## config.mk

```make
export PLATFORM = sky130hd
export DESIGN_NAME = cache_range_seq
export DESIGN_NICKNAME = d
export VERILOG_FILES = /design/src/rtl/cache_range_seq.sv
export SDC_FILE = /design/constraint.sdc
export NUM_CORES = 1
export LEC_CHECK = 0
export BUFFER_PORTS_ARGS = -buffer_cell sky130_fd_sc_hd__clkbuf_2
export CORE_ASPECT_RATIO = 1.1
export CORE_MARGIN = 1.5
export CORE_UTILIZATION = 50
export CTS_CLUSTER_DIAMETER = 30
export DETAILED_ROUTE_END_ITERATION = 12
export PLACE_DENSITY = 0.75
export SKIP_CTS_REPAIR_TIMING = 1
export SYNTH_ARGS = -nofsm -noshare
export SYNTH_HDL_FRONTEND = slang
export SYNTH_SLANG_ARGS = --single-unit
```

## constraint.sdc

```tcl
create_clock -name clk -period 7.1 [get_ports clk]
set_input_delay 1.775 -clock clk [delete_from_list [all_inputs] [get_ports clk]]
set_output_delay 1.775 -clock clk [all_outputs]
set_load 0.01 [all_outputs]
```

## src/rtl/cache_range_seq.sv

```systemverilog
// Range cache-maintenance sequencer: walks [START, END) one cache line at a time,
// issuing flush/inval requests to the selected cache, controlled over Avalon-MM CSRs.
module cache_range_seq #(
  parameter int unsigned LINE_BYTES = 32
) (
  input  logic        clk,
  input  logic        reset,
  input  logic [31:0] amm_address,
  input  logic [31:0] amm_writedata,
  input  logic        amm_read,
  input  logic        amm_write,
  output logic        amm_waitrequest,
  output logic [31:0] amm_readdata,
  output logic        amm_readdatavalid,
  output logic [31:0] icache_req_addr,
  output logic        icache_req_flush,
  output logic        icache_req_inval,
  input  logic        icache_req_ack,
  output logic [31:0] dcache_req_addr,
  output logic        dcache_req_flush,
  output logic        dcache_req_inval,
  input  logic        dcache_req_ack
);
  localparam logic [31:0] LINE_MASK = ~(32'(LINE_BYTES) - 32'd1);
  localparam logic [32:0] LINE_INC  = 33'(LINE_BYTES);

  typedef enum logic [1:0] {S_IDLE = 2'd0, S_ISSUE = 2'd1, S_STEP = 2'd2} state_e;

  state_e      state_q;
  logic [31:0] start_q, end_q, cur_q;
  logic [1:0]  op_q;
  logic        tgt_q, done_q, aborted_q, ign_q, abort_pend_q;
  logic [31:0] rdata_q;
  logic        rvalid_q;
  logic [31:0] ic_addr_q, dc_addr_q;
  logic        ic_flush_q, ic_inval_q, dc_flush_q, dc_inval_q;

  logic        wr_start_s, wr_end_s, wr_cmd_s, wr_status_s;
  logic        cmd_abort_s, cmd_go_s, busy_s, ack_s, empty_s, seq_end_s;
  logic        issue_en_s, issue_tgt_s;
  logic [1:0]  issue_op_s;
  logic [31:0] start_al_s, issue_addr_s, rd_mux_s;
  logic [32:0] sum_s;
  logic        unused_s;

  // Register decode, next-line arithmetic and the request to launch this cycle
  always_comb begin
    wr_start_s  = amm_write && (amm_address[3:2] == 2'd0);
    wr_end_s    = amm_write && (amm_address[3:2] == 2'd1);
    wr_cmd_s    = amm_write && (amm_address[3:2] == 2'd2);
    wr_status_s = amm_write && (amm_address[3:2] == 2'd3);
    cmd_abort_s = wr_cmd_s && amm_writedata[31];
    cmd_go_s    = wr_cmd_s && !amm_writedata[31] && (amm_writedata[1:0] != 2'd0);
    busy_s      = (state_q != S_IDLE);
    ack_s       = tgt_q ? dcache_req_ack : icache_req_ack;
    start_al_s  = start_q & LINE_MASK;
    empty_s     = (start_al_s >= end_q);
    // The 33-bit sum catches a range ending at the top of the address space
    sum_s       = {1'b0, cur_q} + LINE_INC;
    seq_end_s   = sum_s[32] || (sum_s >= {1'b0, end_q}) || abort_pend_q || cmd_abort_s;
    issue_en_s   = 1'b0;
    issue_addr_s = cur_q;
    issue_op_s   = op_q;
    issue_tgt_s  = tgt_q;
    case (state_q)
      S_IDLE: begin
        if (cmd_go_s && !empty_s) begin
          issue_en_s   = 1'b1;
          issue_addr_s = start_al_s;
          issue_op_s   = amm_writedata[1:0];
          issue_tgt_s  = amm_writedata[2];
        end else begin
          issue_en_s = 1'b0;
        end
      end
      S_STEP: begin
        if (!seq_end_s) begin
          issue_en_s   = 1'b1;
          issue_addr_s = sum_s[31:0];
        end else begin
          issue_en_s = 1'b0;
        end
      end
      default: issue_en_s = 1'b0;
    endcase
    case (amm_address[3:2])
      2'd0:    rd_mux_s = start_q;
      2'd1:    rd_mux_s = end_q;
      2'd3:    rd_mux_s = {28'd0, ign_q, aborted_q, done_q, busy_s};
      default: rd_mux_s = 32'd0;
    endcase
  end

  // Sequencer FSM, CSR storage and registered request strobes
  always_ff @(posedge clk or posedge reset) begin
    if (reset) begin
      state_q      <= S_IDLE;
      start_q      <= 32'd0;
      end_q        <= 32'd0;
      cur_q        <= 32'd0;
      op_q         <= 2'd0;
      tgt_q        <= 1'b0;
      done_q       <= 1'b0;
      aborted_q    <= 1'b0;
      ign_q        <= 1'b0;
      abort_pend_q <= 1'b0;
      ic_addr_q    <= 32'd0;
      dc_addr_q    <= 32'd0;
      ic_flush_q   <= 1'b0;
      ic_inval_q   <= 1'b0;
      dc_flush_q   <= 1'b0;
      dc_inval_q   <= 1'b0;
    end else begin
      if (busy_s && (wr_start_s || wr_end_s || (wr_cmd_s && !amm_writedata[31]))) begin
        ign_q <= 1'b1;
      end else if (wr_status_s) begin
        ign_q <= 1'b0;
      end
      if (!busy_s && wr_start_s) start_q <= amm_writedata;
      if (!busy_s && wr_end_s)   end_q   <= amm_writedata;
      case (state_q)
        S_IDLE: begin
          if (cmd_go_s) begin
            op_q         <= amm_writedata[1:0];
            tgt_q        <= amm_writedata[2];
            cur_q        <= start_al_s;
            aborted_q    <= 1'b0;
            abort_pend_q <= 1'b0;
            done_q       <= empty_s;
            state_q      <= empty_s ? S_IDLE : S_ISSUE;
          end
        end
        S_ISSUE: begin
          if (cmd_abort_s) abort_pend_q <= 1'b1;
          if (ack_s)       state_q      <= S_STEP;
        end
        S_STEP: begin
          cur_q <= sum_s[31:0];
          if (seq_end_s) begin
            state_q      <= S_IDLE;
            abort_pend_q <= 1'b0;
            if (abort_pend_q || cmd_abort_s) aborted_q <= 1'b1;
            else                             done_q    <= 1'b1;
          end else begin
            state_q <= S_ISSUE;
          end
        end
        default: state_q <= S_IDLE;
      endcase
      if (issue_en_s) begin
        if (issue_tgt_s) begin
          dc_addr_q  <= issue_addr_s;
          dc_flush_q <= issue_op_s[1];
          dc_inval_q <= issue_op_s[0];
        end else begin
          ic_addr_q  <= issue_addr_s;
          ic_flush_q <= issue_op_s[1];
          ic_inval_q <= issue_op_s[0];
        end
      end else if ((state_q == S_ISSUE) && ack_s) begin
        ic_flush_q <= 1'b0;
        ic_inval_q <= 1'b0;
        dc_flush_q <= 1'b0;
        dc_inval_q <= 1'b0;
      end
    end
  end

  // Read path: data sampled from pre-write state, valid one cycle after the strobe
  always_ff @(posedge clk or posedge reset) begin
    if (reset) begin
      rvalid_q <= 1'b0;
      rdata_q  <= 32'd0;
    end else begin
      rvalid_q <= amm_read;
      if (amm_read) rdata_q <= rd_mux_s;
    end
  end

  assign unused_s          = ^{amm_address[31:4], amm_address[1:0]};
  assign amm_waitrequest   = 1'b0;
  assign amm_readdata      = rdata_q;
  assign amm_readdatavalid = rvalid_q;
  assign icache_req_addr   = ic_addr_q;
  assign icache_req_flush  = ic_flush_q;
  assign icache_req_inval  = ic_inval_q;
  assign dcache_req_addr   = dc_addr_q;
  assign dcache_req_flush  = dc_flush_q;
  assign dcache_req_inval  = dc_inval_q;
endmodule
```

==> results.py, run 1 <==
metrics = {
    "floorplanning": {
        "die_w_um": 143.4,
        "dieArea_mm2": 0.02257,
        "io_pins": 172,
        "chipHeight_um": 157.4,
        "rows": 56,
        "initial_core_util_pct": 50.89,
        "core_area_mm2": 0.02130,
    },
    "layout": {
        "final_cells": 1469,
        "fin_nets": 1291,
        "syn_to_final_growth_pct": 12.70,
        "diodes": 0,
        "fin_util_pct": 57.35,
        "drive_above_1_share_pct": 24.77,
    },
    "setup_path": {
        "critPathLaunch": "cur_q[16]$_DFFE_PP0P_",
        "r2r_start": "cur_q[16]$_DFFE_PP0P_",
        "r2r_slack_ps": 1670,
        "slowest_delay_ps": 670,
        "cpMaxStageDelayCell": "nand2_2",
        "crit_chain": "nand4_1 -> nor4_1 -> and3_1 -> nand3_1 -> xnor2_1 -> ha_1 -> nand4_1 -> nor3_1 -> a22o_1 -> nor4b_2 -> o21a_1 -> nand4_2 -> nand2_2 -> mux2_4",
        "end_kind": "register",
        "worstPathRequired_ps": 7410,
        "reg2reg_to": "dcache_req_addr[21]$_DFFE_PP0P_",
        "crit_end": "dcache_req_addr[21]$_DFFE_PP0P_",
        "cp-start-kind": "register",
        "crit_type": "register to register",
        "arrival_ps": 5740,
        "crit_path_frequent_cell": "nand4_1",
        "reg2reg_depth": 14,
        "crit_path_max_fanout": 20,
    },
    "route": {
        "wl_um": 29140,
        "drtIter0Drc": 1039,
        "avgRoutedWirePerCell_um": 19.84,
        "dr.pass1.iters": 7,
        "num_vias": 8863,
        "ant_nets": 0,
        "drc": 0,
        "vias_per_cell": 6.033,
    },
    "sta": {
        "fin_tns_setup_ps": 0,
        "setup_viol": 0,
        "rsz0062_at_grt": "no",
        "finalHoldViolCount": 0,
        "slew_violations": 0,
        "clock_skew_ps": 11.11,
        "relSlewSlack_pct": 22.58,
        "max_freq_ghz": 0.1842,
        "fin_crit_sh_pct": 76.48,
        "worst_slew_pin_slew_ps": 1161,
        "period_needed_ps": 5430,
    },
    "run": {
        "maxCapViolCount": 0,
    },
    "global_routing": {
        "grt_pass1_wl_um": 46800,
        "globalRoute.totalOverflow": 0,
        "grt_pass1_vias": 8586,
        "grt_usage_pct": 26.90,
        "antenna_found_initial": 0,
        "grt_start_max_net_pins": 150,
    },
    "yosys": {
        "synth_seq_cells": 193,
        "synth.yosys.warnings": 0,
        "synth_top_family_by_area": "compound AO/OA/AOI/OAI gates",
        "yosysTopAreaCellShare_pct": 44.55,
        "syn-num-nets": 1195,
        "synth_area_mm2": 0.01084,
        "synth-compound-area-share_pct": 15.37,
        "ys.flop_type": "dfrtp_1",
        "synth-simple-area-share_pct": 14.13,
        "synth_area_leader_cell": "dfrtp_1",
        "syn_area_per_cell_um2": 10.13,
        "ys_seq_area_share_pct": 44.55,
        "synth-xor-area-share_pct": 1.939,
        "netlist_top_cells_count": "193 x dfrtp_1, 105 x nand2_1, 72 x inv_1, 62 x o21ai_0, 55 x ha_1",
        "yosysMostFrequentCell": "dfrtp_1",
        "ys_async_sr_fraction_pct": 100.0,
        "ys_top_cells_by_area": "dfrtp_1 45%, ha_1 6.3%, mux2_2 5.3%",
        "synth_edf_count": 0,
        "synth.area.mux_share_pct": 11.51,
        "synth_cell_type_count": 76,
        "syn_inst": 1070,
        "synthAdderAreaFrac_pct": 6.348,
    },
    "power_and_ir_drop": {
        "p_leak_nw": 5.759,
        "ir_drop_v": 0.0002900,
        "power_density_mw_per_mm2": 455.2,
    },
    "status": {
        "outcome": "finished clean",
    },
    "hold_path": {
        "hp-class": "register to register",
    },
    "clocking": {
        "clock_path_buffers": 2,
        "cts.clk_slew.worst_paths_ps": 70,
        "cts.sinks": 193,
        "clk_latency_ps": 430,
        "numCtsBuffers": 17,
        "cts_root_buffer": "clkbuf_16",
        "h-tree-depth": 4,
        "cts_tree": "done",
    },
    "place": {
        "gp_congestion": 0.9184,
        "hpwl_um": 20900,
        "numPlacedInstances": 1437,
        "port_buffers": 140,
    },
}
==> critical path: cells and delay by family (launching register included) <==
| family | cells | cell delay [ps] |
|---|---|---|
| DFF | 1 | 590 |
| adders and majority gates | 1 | 340 |
| AOI/OAI and AO/OA | 2 | 790 |
| xor gates and xnor gates | 1 | 390 |
| and+or+nand+nor | 9 | 2840 |
| muxes | 1 | 350 |
==> cell families after synthesis <==
family	Yosys count
AND/OR/NAND/NOR	298
AO/OA/AOI/OAI	245
flip-flops	193
buffers and inverters	147
multiplexers	107
adder cells (fa/ha/maj)	55
XOR/XNOR	24
other	1
==> state kept, by name (all words and copies together), names as in the netlist, 2 cells and up <==
signal / cells
cur_q: 27
end_q: 32
icache_req_addr: 28
start_q: 32
state_q: 2
dcache_req_addr: 28
amm_readdata: 32
op_q: 2
==> stage by stage <==
step | power [mW] | cell area, µm² | worst slack [ps] | hold slack, ps
after floorplan | 3.708 | 10840 | 69.46 | 445.3
after global placement | 4.441 | 11620 | 1814 | 461.3
after detailed placement | 4.538 | 11620 | 1784 | 473.1
after CTS | 5.547 | 12220 | 1741 | 492.7
after global routing | 5.967 | 12220 | 1325 | 518.8
final | 5.561 | 12220 | 1670 | 491.3
==> cell type report <==
cell class / count / area (µm²)
clock buffer: 17 / 425.4
clock inverter: 15 / 173.9
fill: 1862 / 9084
inverter: 73 / 281.5
multi-input combinational: 730 / 5360
sequential: 193 / 4830
tap: 290 / 362.8
timing repair buffer: 151 / 783.3
==> metal layers <==
| metal | share of wire (%) | wire length, µm | GRT usage [%] | vias to the layer above |
|---|---|---|---|---|
| li1 | - | - | - | 4087 |
| met1 | 42 | 12170 | 35.27 | 4321 |
| met2 | 47 | 13820 | 43.66 | 374 |
| met3 | 6.3 | 1825 | 4.077 | 81 |
| met4 | 4.6 | 1328 | 12.83 | 0 |
| met5 | 0 | 0 | 0 | - |
==> power by group <==
part / leakage, nW / switching (mW) / internal (mW)
Sequential: 2.42 / 0.487 / 1.55
Clock: 0.295 / 0.467 / 0.532
Combinational: 3.04 / 1.50 / 1.02
Total: 5.76 / 2.46 / 3.10
==> worst min path at each step <==
stage,from,endpoint,slack [ps],cells past startpoint
floorplan,op_q[1]$_DFFE_PP0P_,op_q[1]$_DFFE_PP0P_,450,2
global placement,op_q[1]$_DFFE_PP0P_,op_q[1]$_DFFE_PP0P_,460,2
detailed placement,op_q[0]$_DFFE_PP0P_,op_q[0]$_DFFE_PP0P_,470,2
CTS,op_q[1]$_DFFE_PP0P_,op_q[1]$_DFFE_PP0P_,490,2
global route,op_q[1]$_DFFE_PP0P_,op_q[1]$_DFFE_PP0P_,520,2
finish,op_q[1]$_DFFE_PP0P_,op_q[1]$_DFFE_PP0P_,490,2
==> layout by cell type, fill, tap and decap left out, drive strengths merged, types with 32 or more instances in the layout <==
| cell | instances |
|---|---|
| a21oi | 41 |
| clkbuf | 157 |
| dfrtp | 193 |
| ha | 55 |
| inv | 79 |
| mux2 | 75 |
| mux2i | 32 |
| nand2 | 107 |
| nand3 | 52 |
| nand4 | 35 |
| nor2 | 39 |
| o21ai | 67 |
(Power assumes the default switching activity.)
==> run 2, diff against run 1 <==
Settings changed: PLACE_DENSITY 0.75 to 0.72.
Clock period 7.1 ns to 5.15 ns, I/O delays scaled along.
==> run 2 against run 1 <==
  * Core utilization grew 0.38 points
  * Flip-flop and latch count is the same
  * Register-to-register slack lost 1300 ps
  * Clock power grew 34%
  * Die area is the same
  * Critical path depth is the same
  * Critical endpoint is now icache_req_addr[10]$_DFFE_PP0P_
  * Combinational power grew 42%
==> results.py, run 2 (synthesis results as in run 1) <==
metrics = {
    "clocking": {
        "h-tree-depth": 4,
        "cts.sinks": 193,
        "clk_latency_ps": 440,
        "cts.clk_slew.worst_paths_ps": 70,
        "cts_tree": "done",
        "cts_root_buffer": "clkbuf_16",
        "numCtsBuffers": 17,
        "clock_path_buffers": 2,
    },
    "place": {
        "numPlacedInstances": 1450,
        "dp_slack_ps": 505.2,
        "port_buffers": 140,
        "hpwl_um": 21390,
        "gp_congestion": 0.9134,
    },
    "floorplanning": {
        "rows": 56,
        "dieArea_mm2": 0.02257,
        "core_area_mm2": 0.02130,
        "initial_core_util_pct": 50.89,
        "chipHeight_um": 157.4,
        "io_pins": 172,
        "die_w_um": 143.4,
    },
    "global_routing": {
        "grt_pass1_wl_um": 47950,
        "globalRoute.totalOverflow": 0,
        "grt_start_max_net_pins": 92,
        "grt_pass1_vias": 8800,
        "antenna_found_initial": 0,
        "grt_usage_pct": 27.49,
    },
    "sta": {
        "max_freq_ghz": 0.2107,
        "worst_slew_pin_slew_ps": 1124,
        "relSlewSlack_pct": 25.04,
        "rsz0062_at_grt": "no",
        "clock_skew_ps": 8.088,
        "period_needed_ps": 4745,
        "fin_tns_setup_ps": 0,
        "fin_crit_sh_pct": 92.14,
        "setup_viol": 0,
        "slew_violations": 0,
        "finalHoldViolCount": 0,
        "setup_slack_ps": 404.9,
    },
    "layout": {
        "final_cells": 1481,
        "final_common_cell": "dfrtp_1",
        "register_area_mm2": 0.004830,
        "fill_cells": 1881,
        "syn_to_final_growth_pct": 13.45,
        "diodes": 0,
        "multiInputGateArea_mm2": 0.005360,
        "drive_above_1_share_pct": 25.36,
        "final_cell_mix": "193 x dfrtp_1, 140 x clkbuf_2, 105 x nand2_1",
        "fin_nets": 1304,
    },
    "hold_path": {
        "min_from": "icache_req_addr[5]$_DFFE_PP0P_",
        "min_to": "icache_req_addr[5]$_DFFE_PP0P_",
        "hp-class": "register to register",
        "whs_path_depth": 1,
    },
    "route": {
        "dr.pass1.iters": 5,
        "avgRoutedWirePerCell_um": 20.10,
        "ant_nets": 0,
        "drtIter0Drc": 954,
        "vias_per_cell": 6.018,
        "num_vias": 8913,
        "drc": 0,
        "wl_um": 29770,
    },
    "status": {
        "outcome": "finished clean",
    },
    "setup_path": {
        "crit_type": "register to register",
        "r2r_slack_ps": 400,
        "critPathLaunch": "cur_q[16]$_DFFE_PP0P_",
        "worstPathRequired_ps": 5480,
        "reg2reg_to": "icache_req_addr[10]$_DFFE_PP0P_",
        "r2r_start": "cur_q[16]$_DFFE_PP0P_",
        "reg2reg_depth": 14,
        "crit_path_max_fanout": 20,
        "cp-start-kind": "register",
        "arrival_ps": 5070,
        "end_kind": "register",
    },
    "power_and_ir_drop": {
        "ir_drop_v": 0.0002790,
        "p_leak_nw": 5.812,
        "power_density_mw_per_mm2": 628.5,
    },
    "run": {
        "maxCapViolCount": 0,
    },
}
[run 2: worst max-delay path by stage]
stage,to,cells past startpoint
4_1_cts,icache_req_addr[10]$_DFFE_PP0P_,14
5_1_grt,dcache_req_addr[7]$_DFFE_PP0P_,15
3_3_place_gp,icache_req_addr[13]$_DFFE_PP0P_,14
3_5_place_dp,icache_req_addr[8]$_DFFE_PP0P_,14
6_report,icache_req_addr[10]$_DFFE_PP0P_,14
2_1_floorplan,abort_pend_q$_DFFE_PP0P_,1
[run 2: metrics by stage]
step	cell area, µm²	hold WS (ps)	total power [mW]	utilization, %
after detailed placement	11720	468.4	6.314	55.04
final	12300	488.6	7.729	57.74
after CTS	12300	487.6	7.678	57.74
after global routing	12300	515.0	8.259	57.74
after global placement	11720	460.5	6.192	55.04
after floorplan	10840	445.3	5.112	-
[run 2: area by class of cell]
class	count	share of cell area (%)
Tap cell	290	2.950
Clock inverter	11	1.038
Clock buffer	20	3.632
Multi-Input combinational cell	730	43.59
Inverter	73	2.259
Timing Repair Buffer	164	7.264
Sequential cell	193	39.27
[run 2: metal layers]
layer,wire (µm),part of all wire (%),track usage (%)
met5,0,0,0
met4,1395,4.7,12.34
met3,1876,6.3,5.050
met2,14010,47,44.44
met1,12490,42,35.93
[run 2: power breakdown]
part	leakage [nW]	switching [mW]	internal, mW
clock network	0.285	0.611	0.732
registers	2.42	0.682	2.14
logic	3.10	2.12	1.45
total	5.81	3.41	4.32
[run 2: worst max-delay path, cell delays in order, from the launching register on]
cell	delay [ps]
dfrtp_1	570
nand4_1	260
nor4_1	480
and3_1	290
nand3_1	110
xnor2_1	400
ha_1	340
nand4_1	140
nor3_1	80
a22o_1	210
nor4b_2	320
o21a_1	380
nand4_2	180
nand2_2	450
mux2_2	400
==> run 3, diff against run 2 <==
Settings changed: CORE_MARGIN 1.5 to 4.
==> run 3 against run 2 <==
  * Worst hold slack about the same
  * First-iteration DRC count decreased by 10%
  * Sequential power about the same
  * Final area increased by 0.57%
  * Largest power group unchanged
==> results.py, run 3 (synthesis results as in run 1) <==
metrics = {
    "layout": {
        "final_area_mm2": 0.01237,
        "final_common_cell": "dfrtp_1",
        "diodes": 0,
        "syn_to_final_growth_pct": 14.09,
        "drive_above_1_share_pct": 25.46,
        "fin_nets": 1303,
        "final_cell_mix": "193 x dfrtp_1, 140 x clkbuf_2, 105 x nand2_1",
    },
    "global_routing": {
        "antenna_found_initial": 0,
        "globalRoute.totalOverflow": 0,
        "grt_pass1_wl_um": 48310,
        "grt_pass1_vias": 8654,
        "grt_usage_pct": 25.24,
        "grt_start_max_net_pins": 75,
    },
    "setup_path": {
        "crit_type": "register to register",
        "end_kind": "register",
        "arrival_ps": 5070,
        "crit_path_max_fanout": 20,
        "worstPathRequired_ps": 5470,
        "reg2reg_depth": 15,
        "cp-start-kind": "register",
    },
    "sta": {
        "holdWs_ps": 488.8,
        "fin_tns_setup_ps": 0,
        "relSlewSlack_pct": 23.10,
        "rsz0062_at_grt": "no",
        "finalHoldViolCount": 0,
        "fin_crit_sh_pct": 92.26,
        "worst_slew_pin_slew_ps": 1154,
        "max_freq_ghz": 0.2105,
        "setup_viol": 0,
        "clock_skew_ps": 16.71,
        "period_needed_ps": 4751,
        "slew_violations": 0,
    },
    "floorplanning": {
        "io_pins": 172,
        "core_area_mm2": 0.02130,
        "initial_core_util_pct": 50.89,
        "chipHeight_um": 162.4,
        "dieArea_mm2": 0.02410,
        "rows": 56,
        "die_w_um": 148.4,
    },
    "place": {
        "gp_congestion": 0.9227,
        "port_buffers": 140,
        "hpwl_um": 21860,
        "place_area_mm2": 0.01173,
    },
    "route": {
        "drc": 0,
        "ant_nets": 0,
        "drtIter0Drc": 856,
        "dr.pass1.iters": 5,
        "wl_um": 30070,
        "num_vias": 8898,
        "avgRoutedWirePerCell_um": 20.32,
        "vias_per_cell": 6.012,
    },
    "clocking": {
        "cts.sinks": 193,
        "h-tree-depth": 4,
        "clock_path_buffers": 2,
        "clk_latency_ps": 440,
        "cts_tree": "done",
        "cts_root_buffer": "clkbuf_16",
        "numCtsBuffers": 17,
        "cts.clk_slew.worst_paths_ps": 70,
    },
    "hold_path": {
        "whs_path_depth": 1,
        "hp-class": "register to register",
    },
    "status": {
        "outcome": "finished clean",
    },
    "power_and_ir_drop": {
        "ir_drop_v": 0.0004308,
        "power_density_mw_per_mm2": 632.7,
        "p_leak_nw": 5.834,
    },
    "run": {
        "maxCapViolCount": 0,
    },
}
==> run 3: cell count changes in the layout (fill, tap and decap cells not counted) <==
cell,delta
inv_6,-1
nor4_1,-1
bufinv_16,+2
buf_4,-2
clkinvlp_4,+1
nor4_2,+1
buf_12,+1
clkinv_2,-2
clkbuf_1,-1
clkbuf_8,+1
==> run 3: through the flow <==
| stage | std cells | util, % | setup WS, ps | power [mW] |
|---|---|---|---|---|
| 2_1_floorplan | 1070 | - | 1372 | 5.112 |
| 3_3_place_gp | 1449 | 55.06 | 584.2 | 6.191 |
| 3_5_place_dp | 1449 | 55.06 | 482.3 | 6.310 |
| 4_1_cts | 1480 | 58.04 | 443.2 | 7.793 |
| 5_1_grt | 1480 | 58.07 | 22.88 | 8.358 |
| 6_report | 1480 | 58.07 | 398.7 | 7.825 |
==> run 3: layout make-up <==
| class | count | area (µm²) |
|---|---|---|
| multi-input cells | 730 | 5366 |
| well taps | 290 | 362.8 |
| inverters | 73 | 277.8 |
| fillers | 1866 | 8932 |
| clock buffers | 20 | 456.7 |
| repair buffers | 163 | 898.4 |
| clock inverters | 11 | 176.4 |
| flip-flops and latches | 193 | 4830 |
==> run 3: final timing paths <==
path                                                  endpoint                           start  slack, ps
worst max register to register  icache_req_addr[8]$_DFFE_PP0P_            cur_q[5]$_DFFE_PP0P_        400
worst min-delay path            icache_req_addr[5]$_DFFE_PP0P_  icache_req_addr[5]$_DFFE_PP0P_        490
worst max-delay path            icache_req_addr[8]$_DFFE_PP0P_            cur_q[5]$_DFFE_PP0P_        400
min in group asynchronous               start_q[0]$_DFFE_PP0P_                           reset        990
worst min register to register  icache_req_addr[5]$_DFFE_PP0P_  icache_req_addr[5]$_DFFE_PP0P_        490
max in group asynchronous       dcache_req_addr[5]$_DFFE_PP0P_                           reset       3060
==> run 3: worst max-delay path, stage by stage, from the launching register on <==
cell,delay (ps)
dfrtp_1,500
ha_1,320
nand3_1,340
or4_1,560
nor2_1,180
xnor2_1,210
ha_1,300
nand4_1,160
nor3_1,80
a22o_1,220
nor4b_2,360
o21a_1,400
nand4_2,220
nand2_2,90
buf_4,290
mux2_2,380
==> run 3: power by group <==
group / switching (mW) / leakage [nW] / internal (mW)
clock network: 0.618 / 0.307 / 0.844
registers: 0.682 / 2.42 / 2.14
logic: 2.10 / 3.10 / 1.44
==> run 3: metal layers <==
metal | wire length [µm] | global-route usage, % | part of all wire [%] | vias to the layer above
met5 | 0 | 0 | 0 | -
met4 | 1100 | 9.450 | 3.7 | 0
met3 | 2009 | 4.898 | 6.7 | 62
met2 | 14490 | 40.83 | 48 | 359
met1 | 12480 | 33.92 | 41 | 4368
li1 | - | - | - | 4109
